### src/rtl/gba_rom_responder.sv
// Cartridge-side GBA ROM bus responder: synchronizes host strobes, latches the
// halfword address, autoincrements per read and fetches data from a backing store.
module gba_rom_responder #(
  parameter int SYNC_STAGES   = 2,
  parameter int FETCH_TIMEOUT = 255
) (
  input  logic        clk,
  input  logic        rst_n,
  input  logic        nCS,
  input  logic        nRD,
  input  logic        nWR,
  input  logic [23:0] add_dat_in,
  output logic [15:0] ad_out,
  output logic        ad_oe,
  output logic [23:0] mem_addr,
  output logic        mem_rd_req,
  input  logic [15:0] mem_data,
  input  logic        mem_valid,
  output logic        busy,
  output logic        err_underrun,
  output logic        err_timeout,
  output logic        wr_ignored
);

  localparam logic [1:0] S_IDLE  = 2'd0;
  localparam logic [1:0] S_FETCH = 2'd1;
  localparam logic [1:0] S_READY = 2'd2;
  localparam logic [1:0] S_DRIVE = 2'd3;
  localparam int TW = $clog2(FETCH_TIMEOUT + 1);

  logic [SYNC_STAGES-1:0]       cs_sync_q, cs_sync_d, rd_sync_q, rd_sync_d, wr_sync_q, wr_sync_d;
  logic [SYNC_STAGES-1:0][23:0] ad_sync_q, ad_sync_d;
  logic        cs_prev_q, cs_prev_d, rd_prev_q, rd_prev_d, wr_prev_q, wr_prev_d;
  logic [1:0]  state_q, state_d;
  logic [TW-1:0] tmo_cnt_q, tmo_cnt_d;
  logic [15:0] data_buf_q, data_buf_d, ad_out_q, ad_out_d;
  logic [23:0] mem_addr_q, mem_addr_d;
  logic        ad_oe_q, ad_oe_d, mem_rd_req_q, mem_rd_req_d, busy_q, busy_d;
  logic        err_underrun_q, err_underrun_d, err_timeout_q, err_timeout_d;
  logic        wr_ignored_q, wr_ignored_d;

  logic        cs_s, rd_s, wr_s, cs_fall, cs_rise, rd_rise, wr_fall, fetch_done;
  logic [23:0] ad_s;
  logic [15:0] fetch_data;

  assign cs_s = cs_sync_q[SYNC_STAGES-1];
  assign rd_s = rd_sync_q[SYNC_STAGES-1];
  assign wr_s = wr_sync_q[SYNC_STAGES-1];
  assign ad_s = ad_sync_q[SYNC_STAGES-1];

  assign cs_fall = cs_prev_q & ~cs_s;
  assign cs_rise = ~cs_prev_q & cs_s;
  assign rd_rise = ~rd_prev_q & rd_s;
  assign wr_fall = wr_prev_q & ~wr_s;

  // A timed-out fetch completes like a normal one but with all-ones data.
  assign fetch_done = mem_valid | (tmo_cnt_q == TW'(FETCH_TIMEOUT - 1));
  assign fetch_data = mem_valid ? mem_data : 16'hFFFF;

  always_comb begin
    cs_sync_d      = {cs_sync_q[SYNC_STAGES-2:0], nCS};
    rd_sync_d      = {rd_sync_q[SYNC_STAGES-2:0], nRD};
    wr_sync_d      = {wr_sync_q[SYNC_STAGES-2:0], nWR};
    ad_sync_d      = {ad_sync_q[SYNC_STAGES-2:0], add_dat_in};
    cs_prev_d      = cs_s;
    rd_prev_d      = rd_s;
    wr_prev_d      = wr_s;
    state_d        = state_q;
    tmo_cnt_d      = tmo_cnt_q;
    data_buf_d     = data_buf_q;
    ad_out_d       = ad_out_q;
    ad_oe_d        = ad_oe_q;
    mem_addr_d     = mem_addr_q;
    mem_rd_req_d   = 1'b0;
    err_underrun_d = err_underrun_q;
    err_timeout_d  = err_timeout_q;
    wr_ignored_d   = wr_fall & ~cs_s;

    case (state_q)
      S_IDLE: begin
        ad_oe_d = 1'b0;
        if (cs_fall) begin
          mem_addr_d   = ad_s;
          state_d      = S_FETCH;
          mem_rd_req_d = 1'b1;
          tmo_cnt_d    = '0;
        end
      end
      S_FETCH: begin
        // Host strobed early: drive stale data now, swap in fresh data on arrival.
        if (!rd_s) begin
          err_underrun_d = 1'b1;
          ad_oe_d        = 1'b1;
          ad_out_d       = data_buf_q;
        end else begin
          ad_oe_d = 1'b0;
        end
        if (fetch_done) begin
          data_buf_d = fetch_data;
          if (!mem_valid) err_timeout_d = 1'b1;
          if (!rd_s) begin
            ad_out_d = fetch_data;
            state_d  = S_DRIVE;
          end else begin
            state_d  = S_READY;
          end
        end else begin
          tmo_cnt_d = tmo_cnt_q + 1'b1;
        end
      end
      S_READY: begin
        if (!rd_s) begin
          ad_out_d = data_buf_q;
          ad_oe_d  = 1'b1;
          state_d  = S_DRIVE;
        end
      end
      S_DRIVE: begin
        if (rd_rise) begin
          ad_oe_d      = 1'b0;
          mem_addr_d   = {mem_addr_q[23:16], mem_addr_q[15:0] + 16'd1};
          state_d      = S_FETCH;
          mem_rd_req_d = 1'b1;
          tmo_cnt_d    = '0;
        end
      end
      default: state_d = S_IDLE;
    endcase

    // Deselect beats everything, including a same-cycle nRD rise.
    if (cs_rise) begin
      ad_oe_d      = 1'b0;
      state_d      = S_IDLE;
      mem_addr_d   = mem_addr_q;
      mem_rd_req_d = 1'b0;
    end

    busy_d = (state_d == S_FETCH);
  end

  always_ff @(posedge clk) begin
    if (!rst_n) begin
      cs_sync_q      <= '1;
      rd_sync_q      <= '1;
      wr_sync_q      <= '1;
      ad_sync_q      <= '0;
      cs_prev_q      <= 1'b1;
      rd_prev_q      <= 1'b1;
      wr_prev_q      <= 1'b1;
      state_q        <= S_IDLE;
      tmo_cnt_q      <= '0;
      data_buf_q     <= '0;
      ad_out_q       <= '0;
      ad_oe_q        <= 1'b0;
      mem_addr_q     <= '0;
      mem_rd_req_q   <= 1'b0;
      busy_q         <= 1'b0;
      err_underrun_q <= 1'b0;
      err_timeout_q  <= 1'b0;
      wr_ignored_q   <= 1'b0;
    end else begin
      cs_sync_q      <= cs_sync_d;
      rd_sync_q      <= rd_sync_d;
      wr_sync_q      <= wr_sync_d;
      ad_sync_q      <= ad_sync_d;
      cs_prev_q      <= cs_prev_d;
      rd_prev_q      <= rd_prev_d;
      wr_prev_q      <= wr_prev_d;
      state_q        <= state_d;
      tmo_cnt_q      <= tmo_cnt_d;
      data_buf_q     <= data_buf_d;
      ad_out_q       <= ad_out_d;
      ad_oe_q        <= ad_oe_d;
      mem_addr_q     <= mem_addr_d;
      mem_rd_req_q   <= mem_rd_req_d;
      busy_q         <= busy_d;
      err_underrun_q <= err_underrun_d;
      err_timeout_q  <= err_timeout_d;
      wr_ignored_q   <= wr_ignored_d;
    end
  end

  assign ad_out       = ad_out_q;
  assign ad_oe        = ad_oe_q;
  assign mem_addr     = mem_addr_q;
  assign mem_rd_req   = mem_rd_req_q;
  assign busy         = busy_q;
  assign err_underrun = err_underrun_q;
  assign err_timeout  = err_timeout_q;
  assign wr_ignored   = wr_ignored_q;

endmodule

### config.mk
export PLATFORM = sky130hd
export DESIGN_NAME = gba_rom_responder
export DESIGN_NICKNAME = d
export VERILOG_FILES = /design/src/rtl/gba_rom_responder.sv
export SDC_FILE = /design/constraint.sdc
export NUM_CORES = 1
export LEC_CHECK = 0
export CAP_MARGIN = 20
export CORE_UTILIZATION = 30
export CTS_CLUSTER_DIAMETER = 120
export CTS_CLUSTER_SIZE = 30
export DETAILED_ROUTE_END_ITERATION = 8
export GPL_ROUTABILITY_DRIVEN = 1
export GPL_TIMING_DRIVEN = 0
export SLEW_MARGIN = 20
export SYNTH_ARGS = -nofsm -noshare
export SYNTH_HDL_FRONTEND = slang
export SYNTH_SLANG_ARGS = --single-unit
### constraint.sdc
create_clock -name clk -period 2.7 [get_ports clk]
set_clock_uncertainty 0.05 [all_clocks]
set_input_delay 0.405 -clock clk [delete_from_list [all_inputs] [get_ports clk]]
set_output_delay 0.405 -clock clk [all_outputs]
set_load 0.03 [all_outputs]
Yosys cells after proc, flatten, opt, wreduce, memory -nomap -nowiden
Cells that the tools add are included.
- output and inout bits: 46
- logic and storage cells: 84
- flip-flop bits (word level): 129
- input port bits: 46
- eq/ne operators: 9
- mux-type cells: 26
- reduce and logical (&&, ||, !) cells: 12
- bitwise gates (word level): 15
- $add $sub $neg: 2
- operators by type and width (kind ; count):
    16-bit two-way mux ; 5
    24-bit case mux with 2 select lines ; 1
    16-bit case mux with 2 select lines ; 1
    24-bit two-way mux ; 1
    8-bit two-way mux ; 3
    8-bit case mux with 3 select lines ; 1
    16-bit by 1-bit adder with 16-bit output (second input constant) ; 1
    4-bit AND reduction ; 3
    2-bit two-way mux ; 5
    1-bit inverter ; 9
    8-bit by 1-bit adder with 8-bit output (second input constant) ; 1
    8-bit == test (second input constant) ; 1
    2-bit != test (second input constant) ; 4
    2-bit case mux with 4 select lines ; 1
    1-bit two-way mux ; 6
    2-bit AND reduction ; 3
    1-bit AND ; 5
    2-bit by 1-bit == test with 1-bit output (second input constant) ; 2
    2-bit == test (second input constant) ; 2
    1-bit case mux with 4 select lines ; 1
    2-bit nonzero test ; 2
    3-bit AND reduction ; 1
    3-bit nonzero test ; 1
    2-bit logical NOT ; 1
    other kinds (3) ; 3

Logic depth before layout (Yosys ltp)
Gate-level depths: netlist of the first run.
- depth after elaboration: 6
- mapped depth: 9

Least setup slack after synthesis of the first run
Ideal clock, no wire load.
- path type: register to register
- start: register state_q[0]
- end: register mem_addr_q[15], in the netlist mem_addr[15]
- cell stages (with the launch flop): 8
- arrival time: 1817 ps
- path slack: 705 ps
- buffers on the path: 1
- setup time: 128 ps
- cells stage by stage: dfxtp_1 inv_1 ha_1 clkbuf_1 maj3_1 or3_1 a32oi_1 nor2_1
- cells in the longest elaborated chain, start to end: 3
- elaborated cells on any way between the ends: 7
- those cells by class: 3 x eq/ne; 1 x mux; 3 x reduce/logical
- RTL lines (what ; line ; source):
    from (decl) ; 34 ; logic [1:0] state_q, state_d;
    from (signal assigned) ; 169 ; state_q <= state_d;
    2-bit == test / 2-bit logical NOT (equally long branches) ; 79 ; case (state_q)
    2-bit != test (no line) / 2-bit nonzero test (equally long branches) ; - ;
    4-bit AND reduction (no line) ; - ;
    to (signal assigned) ; 174 ; mem_addr_q <= mem_addr_d;
    to (decl) ; 37 ; logic [23:0] mem_addr_q, mem_addr_d;
Several ways; a longest one is shown, not always the timed one. The select of a mux whose other input is x is not followed.
A chain may end at the register's enable or synchronous reset.

Final worst setup path of the first run
- start: register state_q[0]
- end: register ad_out_q[14], in the netlist ad_out[14]
- cells in the longest elaborated chain, start to end: 2
- elaborated cells on any way between the ends: 4
- those cells by class: 2 x eq/ne; 1 x mux; 1 x reduce/logical
- RTL lines (what ; line ; source):
    2-bit == test / 2-bit by 1-bit == test with 1-bit output (equally long branches) ; 79 ;
    16-bit case mux with 2 select lines / 2-bit nonzero test (equally long branches) ; - ;
    to (signal assigned) ; 172 ; ad_out_q <= ad_out_d;
    to (decl) ; 36 ; logic [15:0] data_buf_q, data_buf_d, ad_out_q, ad_out_d;
Several ways; a longest one is shown, not always the timed one.

==> results of run 1 <==
==> sequential cells by signal (all words and copies together) (netlist names), 8 cells and up <==
signal	cells
tmo_cnt_q	8
mem_addr	24
ad_sync_d	24
ad_out	16
ad_s	24
data_buf_q	16
==> how the worst max path moves through the flow <==
stage / startpoint / to / slack (ns)
after global routing: state_q[0] / ad_out[14] / 0.02
final: state_q[0] / ad_out[14] / 0.27
after detailed placement: state_q[0] / ad_out[14] / 0.27
after floorplan: state_q[0] / mem_addr[15] / 0.71
after CTS: state_q[0] / ad_out[14] / 0.27
after global placement: rst_n / data_buf_q[14] / 0.35
==> per-layer routing <==
metal	part of all wire, %	global-route usage, %	wire (um)
met5	0	0	0
met3	7.1	5.21	866
met2	47	25.2	5780
met1	45	18.8	5450
met4	0.84	4.53	103
==> critical path: stages, from the launching register on <==
cell and delay, ns:
dfxtp_1 0.47, inv_1 0.16, ha_1 0.47, and3_1 0.21, clkbuf_1 0.27, clkbuf_1 0.39, o221ai_1 0.24, nand2_1 0.10
==> synthesized netlist by cell type (10+ instances only) <==
cell / n
clkbuf_1: 23
nand2_1: 56
mux2i_1: 10
a21oi_1: 20
ha_1: 10
and2_1: 49
nand2b_1: 13
nor2_1: 35
nand3_1: 11
o221ai_1: 16
dfxtp_1: 129
inv_1: 12
==> area by class of cell <==
class | instances | area (um2)
multi-input cells | 339 | 2220
flip-flops and latches | 129 | 2580
fillers | 1533 | 9290
repair buffers | 91 | 911
plain buffers | 31 | 134
clock buffers | 19 | 453
clock inverters | 13 | 150
well taps | 216 | 270
inverters | 12 | 45.0
==> through the flow <==
step,utilization [%],instances
CTS,42.1,850
detailed placement,38.4,818
finish,42.1,850
floorplan,-,511
global placement,38.4,818
global route,42.1,850
==> logic make-up (layout without fill, tap and decap cells) <==
family,after synthesis,after routing,share of synthesized area (%)
compound gates,105,105,16.4
buf+inv,43,166,3.59
mux,10,10,2.01
xor+xnor,7,7,1.23
simple gates,206,206,22.2
fa+ha+maj,11,11,2.71
flops,129,129,51.9
==> report_power, final <==
part | leakage (nW) | internal [W] | total, W | switching (W)
clock | 0.296 | 0.00142 | 0.00230 | 0.000874
combinational | 1.13 | 0.000514 | 0.00130 | 0.000783
sequential | 1.05 | 0.00207 | 0.00221 | 0.000136
==> impl_metrics.tcl, run 1 <==
set metrics [dict create \
    remaining_drc_errors 0 \
    cts_setup_buffers 0 \
    wire_per_inst_um 14.4 \
    clkTransAtPathRegs_ns 0.06 \
    async_flop_share_pct 0 \
    synth_area_per_cell_um2 9.75 \
    ys.flop_type "dfxtp_1" \
    grt_pass1_vias 4035 \
    hold_path.class "flip-flop to flip-flop" \
    hold_path_depth 1 \
    peakVddDrop_v 0.000481 \
    synth-edff-count 0 \
    required_ns 3.00 \
    worstPathArrival_ns 2.73 \
    core_um2 16100 \
    ctsHoldBuffers 0 \
    p_leak_nw 2.48 \
    status "finished clean" \
    syn_nets 567 \
    synth-seq-cells 129 \
    crit_type "flip-flop to flip-flop" \
    io_buffers 91 \
    clk_latency_ns 0.41 \
    startpoint_type "flip-flop" \
    worstHoldEndpoint "rd_sync_q[1]" \
    r2r_end "ad_out[14]" \
    grt_pass1_wl_um 20000 \
    netlist_instances 511 \
    final_cell_mix "dfxtp_1, clkdlybuf4s50_1, nand2_1" \
    period_minus_slack_ns 2.43 \
    syn_to_final_growth_pct 35.8 \
    cts_tree "yes" \
    via_per_inst 4.80 \
    ff2ff_path_depth 7 \
    die_y_um 131 \
    drv_cap 0 \
    fmax_mhz 412 \
    antenna_found_initial 0 \
    rrSetupSlack_ns 0.27 \
    grt_max_degree 17 \
    cts.sink_count 129 \
    yosysUniqueCellTypes 58 \
    endpoint_kind "flip-flop" \
    stdcell_area_um2 6760 \
    design.final.nets 677 \
    pre_cts_ws_ns 0.268 \
    cts_buffers 17 \
    whs_ns 0.361 \
    grt.total_usage_pct 15.3 \
    yosys.area.top_type "dfxtp_1" \
    dieArea_um2 17100 \
    slew_violations 0 \
    h-tree-depth 4 \
    hp-start "rd_sync_q[0]" \
    setup_viol 0 \
    antenna_cells 0 \
    dr.pass1.iters 5 \
    layout_commonest_cell "dfxtp_1" \
    power_w 0.00580 \
    finalCritPeriodShare_pct 89.8 \
    place_area_um2 6160 \
    clock_tree.buffer_depth 2 \
    worst_pin_slew_ns 0.665 \
    synth.top_cell.area_share_pct 51.9 \
    io_pins 92 \
    crit_fanout 10 \
    gp_congestion 0.856 \
    start_util_pct 31.0 \
    finalHoldViolations 0 \
    vias 4083 \
    power.density_nw_per_um2 858 \
    yosysWarnings 0 \
    drt_iter0_drc 403 \
    overflow 0 \
    regToRegStartpoint "state_q[0]" \
    drive_above_1_share_pct 9.46 \
    fin_setup_tns_ns 0 \
    hpwl_um 8750 \
    cts-resized-gates 0 \
    die_w_um 131 \
    rsz0062_at_grt "no" \
    drtAntennaViolNets 0 \
    syn_area_um2 4980 \
    synthTopCellsByArea "dfxtp_1, and2_1, nand2_1" \
    max_slew_margin_pct 55.7 \
    timing.final.ws_setup_ns 0.275 \
    drt-total-wl_um 12200 \
    rows 46 \
    cts-root-buf "clkbuf_16" \
    seq_area_frac_synth_pct 51.9 \
]
Note: power is estimated with default switching activity, not from simulation.
==> run 2: changes to the inputs <==
Settings changed: CORE_MARGIN set to 2.
==> run 2 against run 1 <==
  * Power decreased by 4.0%
  * Final area decreased by 0.76%
  * Die area up 3.1%
  * Worst setup slack gained 0.018 ns
  * Count of clock-buffer cells in the layout is the same
  * Critical endpoint is now ad_out[12]
==> impl_metrics.tcl, run 2 (synthesis gave the netlist of run 1 again) <==
set metrics [dict create \
    fill_cells 1574 \
    drtAntennaViolNets 0 \
    crit_fanout 10 \
    seq_area_um2 2580 \
    drive_above_1_share_pct 9.31 \
    h-tree-depth 4 \
    drt_iter0_drc 182 \
    rsz0062_at_grt "no" \
    fin_setup_tns_ns 0 \
    cpMostUsedCell "clkbuf_1" \
    power.density_nw_per_um2 829 \
    io_buffers 91 \
    cts_tree "yes" \
    dieArea_um2 17600 \
    cts_setup_buffers 0 \
    cts_buffers 17 \
    wire_per_inst_um 14.2 \
    grt_pass1_wl_um 20300 \
    rows 47 \
    grt_max_degree 17 \
    slew_violations 0 \
    hold_path.class "flip-flop to flip-flop" \
    grt_pass1_vias 4066 \
    remaining_drc_errors 0 \
    cts-resized-gates 0 \
    die_y_um 133 \
    clock_tree.buffer_depth 2 \
    final_cell_mix "dfxtp_1, clkdlybuf4s50_1, nand2_1" \
    startpoint_type "flip-flop" \
    vias 4079 \
    drv_cap 0 \
    design.final.nets 677 \
    grt-busiest-layer "met2" \
    via_per_inst 4.78 \
    endpoint_kind "flip-flop" \
    use_met3_pct 4.90 \
    grtUsageMet2_pct 23.7 \
    antenna_cells 0 \
    setup_viol 0 \
    whs_ns 0.361 \
    finalCritPeriodShare_pct 89.2 \
    peakVddDrop_v 0.000510 \
    crit_chain "inv_1 -> ha_1 -> and3_1 -> clkbuf_1 -> clkbuf_1 -> o221ai_1 -> nand2_1" \
    crit_type "flip-flop to flip-flop" \
    slowest_stage "ha_1" \
    cpLargestDelayFamily "buffers and inverters" \
    multiInputGateArea_um2 2220 \
    cp_num_buf_inv 3 \
    clkTransAtPathRegs_ns 0.06 \
    gp_congestion 0.814 \
    finalHoldViolations 0 \
    use_met1_pct 17.9 \
    start_util_pct 30.4 \
    required_ns 3.00 \
    ctsHoldBuffers 0 \
    worst_pin_slew_ns 0.638 \
    dr.pass1.iters 5 \
    p_leak_nw 2.43 \
    die_w_um 133 \
    cpPeakStageDelay_ns 0.47 \
    fmax_mhz 415 \
    clk_latency_ns 0.42 \
    layout_commonest_cell "dfxtp_1" \
    core_um2 16400 \
    max_slew_margin_pct 57.5 \
    io_pins 92 \
    hpwl_um 8820 \
    period_minus_slack_ns 2.41 \
    cts-root-buf "clkbuf_16" \
    syn_to_final_growth_pct 34.8 \
    grt.total_usage_pct 14.5 \
    overflow 0 \
    antenna_found_initial 0 \
    worstPathArrival_ns 2.71 \
    drt-total-wl_um 12200 \
    cts.sink_count 129 \
    status "finished clean" \
]
-- run 2: cell count changes in the layout (fill, tap and decap cells not counted) --
cell / change
clkbuf_1: +1
clkinv_2: -1
clkinvlp_4: +4
clkinv_4: -2
inv_6: +2
clkbuf_8: -1
bufinv_16: -2
inv_8: -1
-- run 2: layout make-up --
| class | instances | area share (%) |
|---|---|---|
| inverter | 12 | 0.671 |
| timing repair buffer | 91 | 13.6 |
| tap | 220 | 4.10 |
| sequential | 129 | 38.5 |
| clock buffer | 19 | 6.60 |
| buffer | 31 | 1.99 |
| multi-input combinational | 339 | 33.0 |
| clock inverter | 13 | 1.55 |
-- run 2: path summary, 6_finish.rpt --
path         slack, ns          from           end  depth (start not counted)
min reg2reg       0.36  rd_sync_q[0]  rd_sync_q[1]                          1
max               0.29    state_q[0]    ad_out[12]                          7
max reg2reg       0.29    state_q[0]    ad_out[12]                          7
min               0.36  rd_sync_q[0]  rd_sync_q[1]                          1
-- run 2: report_power, final --
group / switching, W / leakage, nW / total, W / internal, W
Sequential: 0.000138 / 1.05 / 0.00221 / 0.00207
Clock: 0.000870 / 0.253 / 0.00208 / 0.00121
Combinational: 0.000767 / 1.13 / 0.00128 / 0.000513
-- run 2: metrics by stage --
| step | instances | util [%] | power, W | setup WS (ns) | instance area [um2] |
|---|---|---|---|---|---|
| detailed placement | 822 | 37.6 | 0.00352 | 0.164 | 6170 |
| CTS | 854 | 40.9 | 0.00563 | 0.278 | 6710 |
| finish | 854 | 40.9 | 0.00557 | 0.292 | 6710 |
| floorplan | 511 | - | 0.00308 | 0.705 | 4980 |
| global route | 854 | 40.9 | 0.00587 | 0.0637 | 6710 |
| global placement | 822 | 37.6 | 0.00349 | 0.190 | 6170 |
-- run 2: routing by layer --
layer | part of all wire [%] | routed length, um | up-vias
li1 | - | - | 2023
met1 | 45 | 5510 | 1933
met2 | 48 | 5860 | 109
met3 | 5.0 | 606 | 14
met4 | 1.6 | 189 | 0
met5 | 0 | 0 | -
